$ cat src/rtl/wb_writeback_stage.sv
// rtl/wb_writeback_stage.sv - write-back stage: load extract, GPR/CSR write buses, retire count, halt FSM
module wb_writeback_stage #(
  parameter int                BITS_W      = 64,
  parameter int                INST_W      = 32,
  parameter int                GPR_W       = 5,
  parameter int                CSR_W       = 12,
  parameter logic [CSR_W-1:0]  CSR_MEPC    = 12'h341,
  parameter logic [CSR_W-1:0]  CSR_MCAUSE  = 12'h342,
  parameter logic [BITS_W-1:0] ECALL_CAUSE = 64'd11
) (
  input  logic              clk,
  input  logic              rst,
  input  logic              MEM_i_valid,
  output logic              WB_o_ready,
  input  logic [BITS_W-1:0] MEM_i_pc,
  input  logic [INST_W-1:0] MEM_i_inst,
  input  logic [GPR_W-1:0]  MEM_i_rd,
  input  logic              MEM_i_write_gpr,
  input  logic              MEM_i_mem_to_reg,
  input  logic [BITS_W-1:0] MEM_i_alu_result,
  input  logic [BITS_W-1:0] MEM_i_mem_rdata,
  input  logic              MEM_i_mem_byte,
  input  logic              MEM_i_mem_half,
  input  logic              MEM_i_mem_word,
  input  logic              MEM_i_mem_dword,
  input  logic              MEM_i_mem_byte_u,
  input  logic              MEM_i_mem_half_u,
  input  logic              MEM_i_mem_word_u,
  input  logic [CSR_W-1:0]  MEM_i_csr_rd_1,
  input  logic [CSR_W-1:0]  MEM_i_csr_rd_2,
  input  logic              MEM_i_write_csr_1,
  input  logic              MEM_i_write_csr_2,
  input  logic [BITS_W-1:0] MEM_i_csr_wdata,
  input  logic [BITS_W-1:0] MEM_i_csr_rdata,
  input  logic              MEM_i_rv64_csrrw,
  input  logic              MEM_i_rv64_csrrs,
  input  logic              MEM_i_rv64_ecall,
  input  logic              MEM_i_system_halt,
  input  logic              MEM_i_commit,
  output logic [GPR_W-1:0]  WB_o_rd,
  output logic              WB_o_RegWr,
  output logic [BITS_W-1:0] WB_o_rf_busW,
  output logic [CSR_W-1:0]  WB_o_csr_rd_1,
  output logic [CSR_W-1:0]  WB_o_csr_rd_2,
  output logic              WB_o_CSRWr_1,
  output logic              WB_o_CSRWr_2,
  output logic [BITS_W-1:0] WB_o_csr_busW_1,
  output logic [BITS_W-1:0] WB_o_csr_busW_2,
  output logic [BITS_W-1:0] WB_o_pc,
  output logic [INST_W-1:0] WB_o_inst,
  output logic              WB_o_commit,
  output logic [63:0]       WB_o_retire_cnt,
  output logic              WB_o_halt
);

  typedef enum logic {S_RUN = 1'b0, S_HALT = 1'b1} state_t;

  state_t              r_state;
  logic                r_ready;
  logic                r_halt;
  logic                r_valid;
  logic [BITS_W-1:0]   r_pc;
  logic [INST_W-1:0]   r_inst;
  logic [GPR_W-1:0]    r_rd;
  logic                r_write_gpr;
  logic                r_mem_to_reg;
  logic [BITS_W-1:0]   r_alu_result;
  logic [BITS_W-1:0]   r_mem_rdata;
  logic [6:0]          r_size;        // {byte, half, word, dword, byte_u, half_u, word_u}
  logic [CSR_W-1:0]    r_csr_rd_1;
  logic [CSR_W-1:0]    r_csr_rd_2;
  logic                r_write_csr_1;
  logic                r_write_csr_2;
  logic [BITS_W-1:0]   r_csr_wdata;
  logic [BITS_W-1:0]   r_csr_rdata;
  logic                r_csrrw;
  logic                r_csrrs;
  logic                r_ecall;
  logic                r_system_halt;
  logic                r_commit;
  logic [63:0]         r_retire_cnt;

  logic                w_retire;
  logic                w_halting;
  logic                w_transfer;
  logic [2:0]          w_off;
  logic [BITS_W-1:0]   w_sh_b;
  logic [BITS_W-1:0]   w_sh_h;
  logic [BITS_W-1:0]   w_sh_w;
  logic [BITS_W-1:0]   w_load;

  assign w_retire  = r_valid & r_commit;
  assign w_halting = w_retire & r_system_halt;
  // The edge that retires a halting instruction also enters HALT, so nothing
  // offered in that same cycle may be captured.
  assign w_transfer = MEM_i_valid & r_ready & ~w_halting;

  // Halt FSM: RUN until a committed halt retires, then HALT until reset
  always_ff @(posedge clk or posedge rst) begin
    if (rst) begin
      r_state <= S_RUN;
      r_ready <= 1'b1;
      r_halt  <= 1'b0;
    end else begin
      case (r_state)
        S_RUN: begin
          if (w_halting) begin
            r_state <= S_HALT;
            r_ready <= 1'b0;
            r_halt  <= 1'b1;
          end
        end
        S_HALT: begin
          r_ready <= 1'b0;
          r_halt  <= 1'b1;
        end
        default: begin
          r_state <= S_RUN;
          r_ready <= 1'b1;
          r_halt  <= 1'b0;
        end
      endcase
    end
  end

  // Stage register: capture the MEM payload on a transfer, otherwise go idle
  always_ff @(posedge clk or posedge rst) begin
    if (rst) begin
      r_valid       <= 1'b0;
      r_pc          <= '0;
      r_inst        <= '0;
      r_rd          <= '0;
      r_write_gpr   <= 1'b0;
      r_mem_to_reg  <= 1'b0;
      r_alu_result  <= '0;
      r_mem_rdata   <= '0;
      r_size        <= '0;
      r_csr_rd_1    <= '0;
      r_csr_rd_2    <= '0;
      r_write_csr_1 <= 1'b0;
      r_write_csr_2 <= 1'b0;
      r_csr_wdata   <= '0;
      r_csr_rdata   <= '0;
      r_csrrw       <= 1'b0;
      r_csrrs       <= 1'b0;
      r_ecall       <= 1'b0;
      r_system_halt <= 1'b0;
      r_commit      <= 1'b0;
    end else begin
      r_valid <= w_transfer;
      if (w_transfer) begin
        r_pc          <= MEM_i_pc;
        r_inst        <= MEM_i_inst;
        r_rd          <= MEM_i_rd;
        r_write_gpr   <= MEM_i_write_gpr;
        r_mem_to_reg  <= MEM_i_mem_to_reg;
        r_alu_result  <= MEM_i_alu_result;
        r_mem_rdata   <= MEM_i_mem_rdata;
        r_size        <= {MEM_i_mem_byte, MEM_i_mem_half, MEM_i_mem_word, MEM_i_mem_dword,
                          MEM_i_mem_byte_u, MEM_i_mem_half_u, MEM_i_mem_word_u};
        r_csr_rd_1    <= MEM_i_csr_rd_1;
        r_csr_rd_2    <= MEM_i_csr_rd_2;
        r_write_csr_1 <= MEM_i_write_csr_1;
        r_write_csr_2 <= MEM_i_write_csr_2;
        r_csr_wdata   <= MEM_i_csr_wdata;
        r_csr_rdata   <= MEM_i_csr_rdata;
        r_csrrw       <= MEM_i_rv64_csrrw;
        r_csrrs       <= MEM_i_rv64_csrrs;
        r_ecall       <= MEM_i_rv64_ecall;
        r_system_halt <= MEM_i_system_halt;
        r_commit      <= MEM_i_commit;
      end
    end
  end

  // Retire counter advances as a committed instruction is captured, so the
  // count shown alongside a commit pulse already includes that instruction
  always_ff @(posedge clk or posedge rst) begin
    if (rst) begin
      r_retire_cnt <= '0;
    end else if (w_transfer & MEM_i_commit) begin
      r_retire_cnt <= r_retire_cnt + 64'd1;
    end
  end

  // Lane shifts: misaligned half/word accesses use the truncated offset
  assign w_off  = r_alu_result[2:0];
  assign w_sh_b = r_mem_rdata >> {w_off, 3'b000};
  assign w_sh_h = r_mem_rdata >> {w_off[2:1], 4'b0000};
  assign w_sh_w = r_mem_rdata >> {w_off[2], 5'b00000};

  // Load extraction and sign/zero extension by access size
  always_comb begin
    w_load = r_mem_rdata;
    if (r_size[6])      w_load = {{(BITS_W-8){w_sh_b[7]}},   w_sh_b[7:0]};
    else if (r_size[5]) w_load = {{(BITS_W-16){w_sh_h[15]}}, w_sh_h[15:0]};
    else if (r_size[4]) w_load = {{(BITS_W-32){w_sh_w[31]}}, w_sh_w[31:0]};
    else if (r_size[3]) w_load = r_mem_rdata;
    else if (r_size[2]) w_load = {{(BITS_W-8){1'b0}},  w_sh_b[7:0]};
    else if (r_size[1]) w_load = {{(BITS_W-16){1'b0}}, w_sh_h[15:0]};
    else if (r_size[0]) w_load = {{(BITS_W-32){1'b0}}, w_sh_w[31:0]};
  end

  // GPR result select: load path, then old CSR value, then ALU
  always_comb begin
    WB_o_rf_busW = r_alu_result;
    if (r_mem_to_reg)            WB_o_rf_busW = w_load;
    else if (r_csrrw | r_csrrs)  WB_o_rf_busW = r_csr_rdata;
  end

  // CSR write group: ecall writes mepc/mcause, otherwise the decoded CSR ports
  always_comb begin
    WB_o_csr_rd_1   = r_csr_rd_1;
    WB_o_csr_rd_2   = r_csr_rd_2;
    WB_o_CSRWr_1    = w_retire & r_write_csr_1;
    WB_o_CSRWr_2    = w_retire & r_write_csr_2;
    WB_o_csr_busW_1 = r_csr_wdata;
    WB_o_csr_busW_2 = '0;
    if (r_ecall) begin
      WB_o_csr_rd_1   = CSR_MEPC;
      WB_o_csr_rd_2   = CSR_MCAUSE;
      WB_o_CSRWr_1    = w_retire;
      WB_o_CSRWr_2    = w_retire;
      WB_o_csr_busW_1 = r_pc;
      WB_o_csr_busW_2 = ECALL_CAUSE;
    end
  end

  assign WB_o_ready      = r_ready;
  assign WB_o_halt       = r_halt;
  assign WB_o_rd         = r_rd;
  assign WB_o_RegWr      = w_retire & r_write_gpr & (r_rd != '0);
  assign WB_o_pc         = r_pc;
  assign WB_o_inst       = r_inst;
  assign WB_o_commit     = w_retire;
  assign WB_o_retire_cnt = r_retire_cnt;

endmodule

$ cat config.mk
export PLATFORM = sky130hd
export DESIGN_NAME = wb_writeback_stage
export DESIGN_NICKNAME = d
export VERILOG_FILES = /design/src/rtl/wb_writeback_stage.sv
export SDC_FILE = /design/constraint.sdc
export NUM_CORES = 2
export LEC_CHECK = 0
export BUFFER_PORTS_ARGS = -buffer_cell sky130_fd_sc_hd__buf_2
export CORE_AREA = 4 4 307 309
export CTS_CLUSTER_DIAMETER = 120
export DETAILED_ROUTE_END_ITERATION = 7
export DIE_AREA = 0 0 311 313
export PLACE_DENSITY = 0.49
export SLEW_MARGIN = 15
export SYNTH_ARGS = -nofsm -noshare
export SYNTH_HDL_FRONTEND = slang
export SYNTH_SLANG_ARGS = --single-unit
$ cat constraint.sdc
create_clock -name clk -period 39.2 [get_ports clk]
set_input_delay 1.96 -clock clk [delete_from_list [all_inputs] [get_ports clk]]
set_output_delay 1.96 -clock clk [all_outputs]
set_load 0.02 [all_outputs]
After elaboration in Yosys (flattened, before gate mapping). Cells that the tools add are included.

Bits in registers: 465. Input bits: 400. Logic and storage cells: 63.

Add/subtract/negate cells: 1. Equality and inequality tests: 1. Shift operators: 3. Mux-type cells: 21. Bitwise operators: 12. Reductions and logical operators: 1.

Operators with widths (number): $mux W64 (10); $add A64 B1 Y64 const B (1); $shr A64 B6 Y16 (1); $shr A64 B6 Y32 (1); $shr A64 B6 Y8 (1); $mux W12 (2); $and A1 B1 Y1 (9); $mux W1 (6); $reduce_bool A5 Y1 (1); $mux W4 (1); $pmux W1 S2 (2); $ne A2 B2 Y1 const B (1); $not A1 Y1 (2); $or A1 B1 Y1 (1).

Depth between registers and ports, before layout.
Depth in word-level cells: 9. Mapped depth: 8. Gate-level depth less buffers: 6.

Worst setup path after synthesis. No wires, ideal clock.

Path type: register to output. Start point: register r_size[3]. End point: output WB_o_rf_busW[14]. Data arrival time: 2048 ps. Setup slack: 35192 ps. Stages on the path, launching flop included: 7. Path buffers: 1. Cells stage by stage: dfrtp_1 > clkbuf_1 > nor2_1 > nand2_1 > o31ai_2 > a21oi_1 > a211oi_1.

Word-level cells in the longest chain between the ends: 5.

RTL lines: from (decl) (RTL line 69) `logic [6:0] r_size;`; from (signal assigned) (RTL line 159) `r_size <= {MEM_i_mem_byte, MEM_i_mem_half, MEM_i_mem_word, MEM_i_mem_dword,`; $mux W64 (RTL line 198) `else if (r_size[3]) w_load = r_mem_rdata;`; $mux W64 (RTL line 197) `else if (r_size[4]) w_load = {{(BITS_W-32){w_sh_w[31]}}, w_sh_w[31:0]};`; $mux W64 (RTL line 196) `else if (r_size[5]) w_load = {{(BITS_W-16){w_sh_h[15]}}, w_sh_h[15:0]};`; $mux W64 (RTL line 195) `if (r_size[6]) w_load = {{(BITS_W-8){w_sh_b[7]}}, w_sh_b[7:0]};`; $mux W64 (RTL line 207) `if (r_mem_to_reg) WB_o_rf_busW = w_load;`; to (decl) (RTL line 42) `output logic [BITS_W-1:0] WB_o_rf_busW,`.

Every way passes these cells.

Worst setup path after layout.
Start point: register r_size[5]. End point: output WB_o_rf_busW[15].

Word-level cells in the longest chain between the ends: 3.

RTL lines (RTL line): $mux W64 (196); $mux W64 (195); $mux W64 (207).

Every way passes these cells.

==> metrics.txt <==
core area=0.0914 mm2; Reg2Reg Setup Slack=34.77 ns; post-CTS sizing=0; die height=between 300 and 400 um; fin crit share=between 10% and 20%; die width=about 310 um; clock network power share=50.3%; commonest cells in the synthesized netlist=mux2_2, dfrtp_1, a21oi_1; max-slew violations=0; hpwl dp=65.9 mm; NetSw=0.000238 W; most frequent cell after synthesis=mux2_2; Remaining Overflow, GRT=0; Yosys top cell area share=between 50% and 60%; Root Buffer=clkbuf_16; Least-Margin Pin Slew=1.19 ns; I/O pins=787; final setup fails=0; TritonCTS sink count=465; kind of cell adding the most delay to the critical path=simple AND/OR/NAND/NOR gates; ratio of cells with drive above 1 in the final layout=a little under three fifths; Worst Hold Class=flop to flop; Num CTS Buffers=56; Post-Route Setup TNS=0 ns; final WL=85.8 mm; slew margin rel.=a little over a fifth; cell taking the most area after synthesis=dfrtp_1; Setup Skew=0.0230 ns; NumNets Final=~2.8k; initial antenna violation count=36; number of flops mapped to enable cells by yosys=0; CTS tree=yes; clock-pin slew on the worst setup and hold paths=roughly 0.06 ns; CTS Hold Bufs=0; Peak supply drop=0.0343 mV; fmax=173 MHz; clock latency on the worst-skew pair=0.62 ns; Sw Ratio=23.0%; Starting Density=24.8%; via count=17.2k; Slowest Stage Delay on Critical Path=0.98 ns; CP Max Fanout=25; Critical Path RT=approximately 37 ns; clock tree buffer depth=3; final hold vios=0; RSZ-0062 raised after global routing=no; largest net degree at the start of global routing=173; post-layout min period=5.79 ns; GRT Total Usage=17.0%; CP max stage cell=nor4_1; post-CTS setup buffers=0; kind of end point of the critical path=primary output; CP Cell Sequence=inv_1 > nand2_1 > a2111oi_0 > nor4_1 > nor3_1 > buf_2; sequential power share=46.3%; # fillers=9369; Final ANT Viol Nets=0; port bufs=725; Wirelength per Cell=between 20 and 25 um; cell row count=111; Synth cell types=59; fraction of registers with async set/reset=100%; Area growth, synth to finish=28.4%; sequential-to-total area share from yosys stat=51.3%; CP arrival=3.83 ns; Avg Inst Size Synth=approximately 13 um2; H-tree Lvls=2; cells after synthesis=1764; Static Leak=15.5 nW; warnings from Yosys=0; DR pass1 iterations=5; CP Class=flop to primary output; Final Power=between 0.001 and 0.0015 W; GPL Wtd Cong=0.857; Post-Syn Area=0.0227 mm2; first-pass GRT wire length=125 mm; combinational share of power=under 10%; ranking of synthesized cells by area=dfrtp_1, mux2_2, buf_4; startpoint types=flop; area post-placement=0.0272 mm2; vias per std cell=4.65; internal cell power=0.000799 W; Pwr Density=~36 mW/mm2; Post-synth top flop=dfrtp_1; status=finished, final reports clean; CP bufs+invs=2; initial DRC count=1028; Layout Cell Area excl Fill=around 0.029 mm2; DIE AREA=0.0973 mm2; final core utilization=31.9%; max cap viols=0; DR DRC count=0; number of global-route vias before repair=18.3k; register bit total from synthesis=465
==> metal layers <==
| metal | part of all wire (%) | wire length (um) | up-vias | global-route usage [%] |
|---|---|---|---|---|
| li1 | - | - | 7664 | - |
| met1 | 40 | 34700 | 8693 | 20.9 |
| met2 | 49 | 41700 | 653 | 28.4 |
| met3 | 7.9 | 6740 | 147 | 5.34 |
| met4 | 2.9 | 2450 | 22 | 5.41 |
| met5 | 0.16 | 137 | - | 0 |
==> power by group through the flow <==
stage	logic (W)	registers, W	clock network, W
after detailed placement	0.0000365	0.000489	0
final	0.0000357	0.000480	0.000521
after global placement	0.0000359	0.000489	0
after CTS	0.0000366	0.000480	0.000538
after floorplan	0.0000170	0.000489	0
after global routing	0.0000401	0.000480	0.000560
==> layout make-up <==
type / count / area, um2 / area share, %
inverter: 11 / 48.8 / 0.168
multi-input combinational: 1166 / 10200 / 35.2
clock inverter: 19 / 193 / 0.662
timing repair buffer: 746 / 3810 / 13.1
sequential: 465 / 11600 / 40.0
clock buffer: 85 / 1650 / 5.67
antenna: 17 / 42.5 / 0.146
tap: 1186 / 1480 / 5.10
==> final timing paths <==
check / from / endpoint / cells after the start
setup / recovery: r_size[5]$_DFFE_PP0P_ / WB_o_rf_busW[15] / 6
hold reg to reg: WB_o_retire_cnt[63]$_DFFE_PP0P_ / WB_o_retire_cnt[63]$_DFFE_PP0P_ / 1
setup reg to reg: WB_o_ready$_DFFE_PP1P_ / WB_o_pc[7]$_DFFE_PP0P_ / 6
hold / removal: WB_o_retire_cnt[63]$_DFFE_PP0P_ / WB_o_retire_cnt[63]$_DFFE_PP0P_ / 1
min in group asynchronous: rst / WB_o_inst[11]$_DFFE_PP0P_ / 2
max in group asynchronous: rst / WB_o_retire_cnt[37]$_DFFE_PP0P_ / 4
==> cells in the final DEF (no fill, tap or decap), drive strengths merged, types with 12 or more instances in the layout <==
cell    count
nand4      22
and3       15
dfrtp     464
xor2       21
o21a       36
mux2i      41
nor2b      32
o221ai     16
xnor2      42
buf       746
a211oi     17
nor2       34
conb       61
diode      17
inv        14
mux2      518
nand3      21
clkbuf     85
nand2      39
mux4       16
nor3       16
o21ai      46
a21oi      74
or2        12
==> per-stage QoR <==
stage	worst slack, ns	hold WS, ns	std cells
3_3_place_gp	33.34	0.449	3574
5_1_grt	33.22	0.493	3692
3_5_place_dp	33.19	0.462	3574
6_report	33.41	0.474	3695
2_1_floorplan	24.27	0.431	1824
4_1_cts	33.32	0.473	3678
==> cells by family after synthesis <==
logic type	Yosys count	share of synthesized area [%]
DFF	465	51.3
muxes	575	29.1
AOI/OAI and AO/OA	240	6.90
adders and majority gates	1	0.0552
other	1	0.0165
and+or+nand+nor	226	5.50
xor gates and xnor gates	63	2.43
buffers and inverters	193	4.63
==> worst reg2reg max path, cell delays in order, from the launching register on <==
cell     delay [ns]
dfstp_2        0.58
nand2_1        0.14
nor2_4         0.51
buf_4          0.85
buf_4          0.82
buf_4          0.88
mux2_2         0.51
No activity file was read; power rests on OpenSTA's default activity.
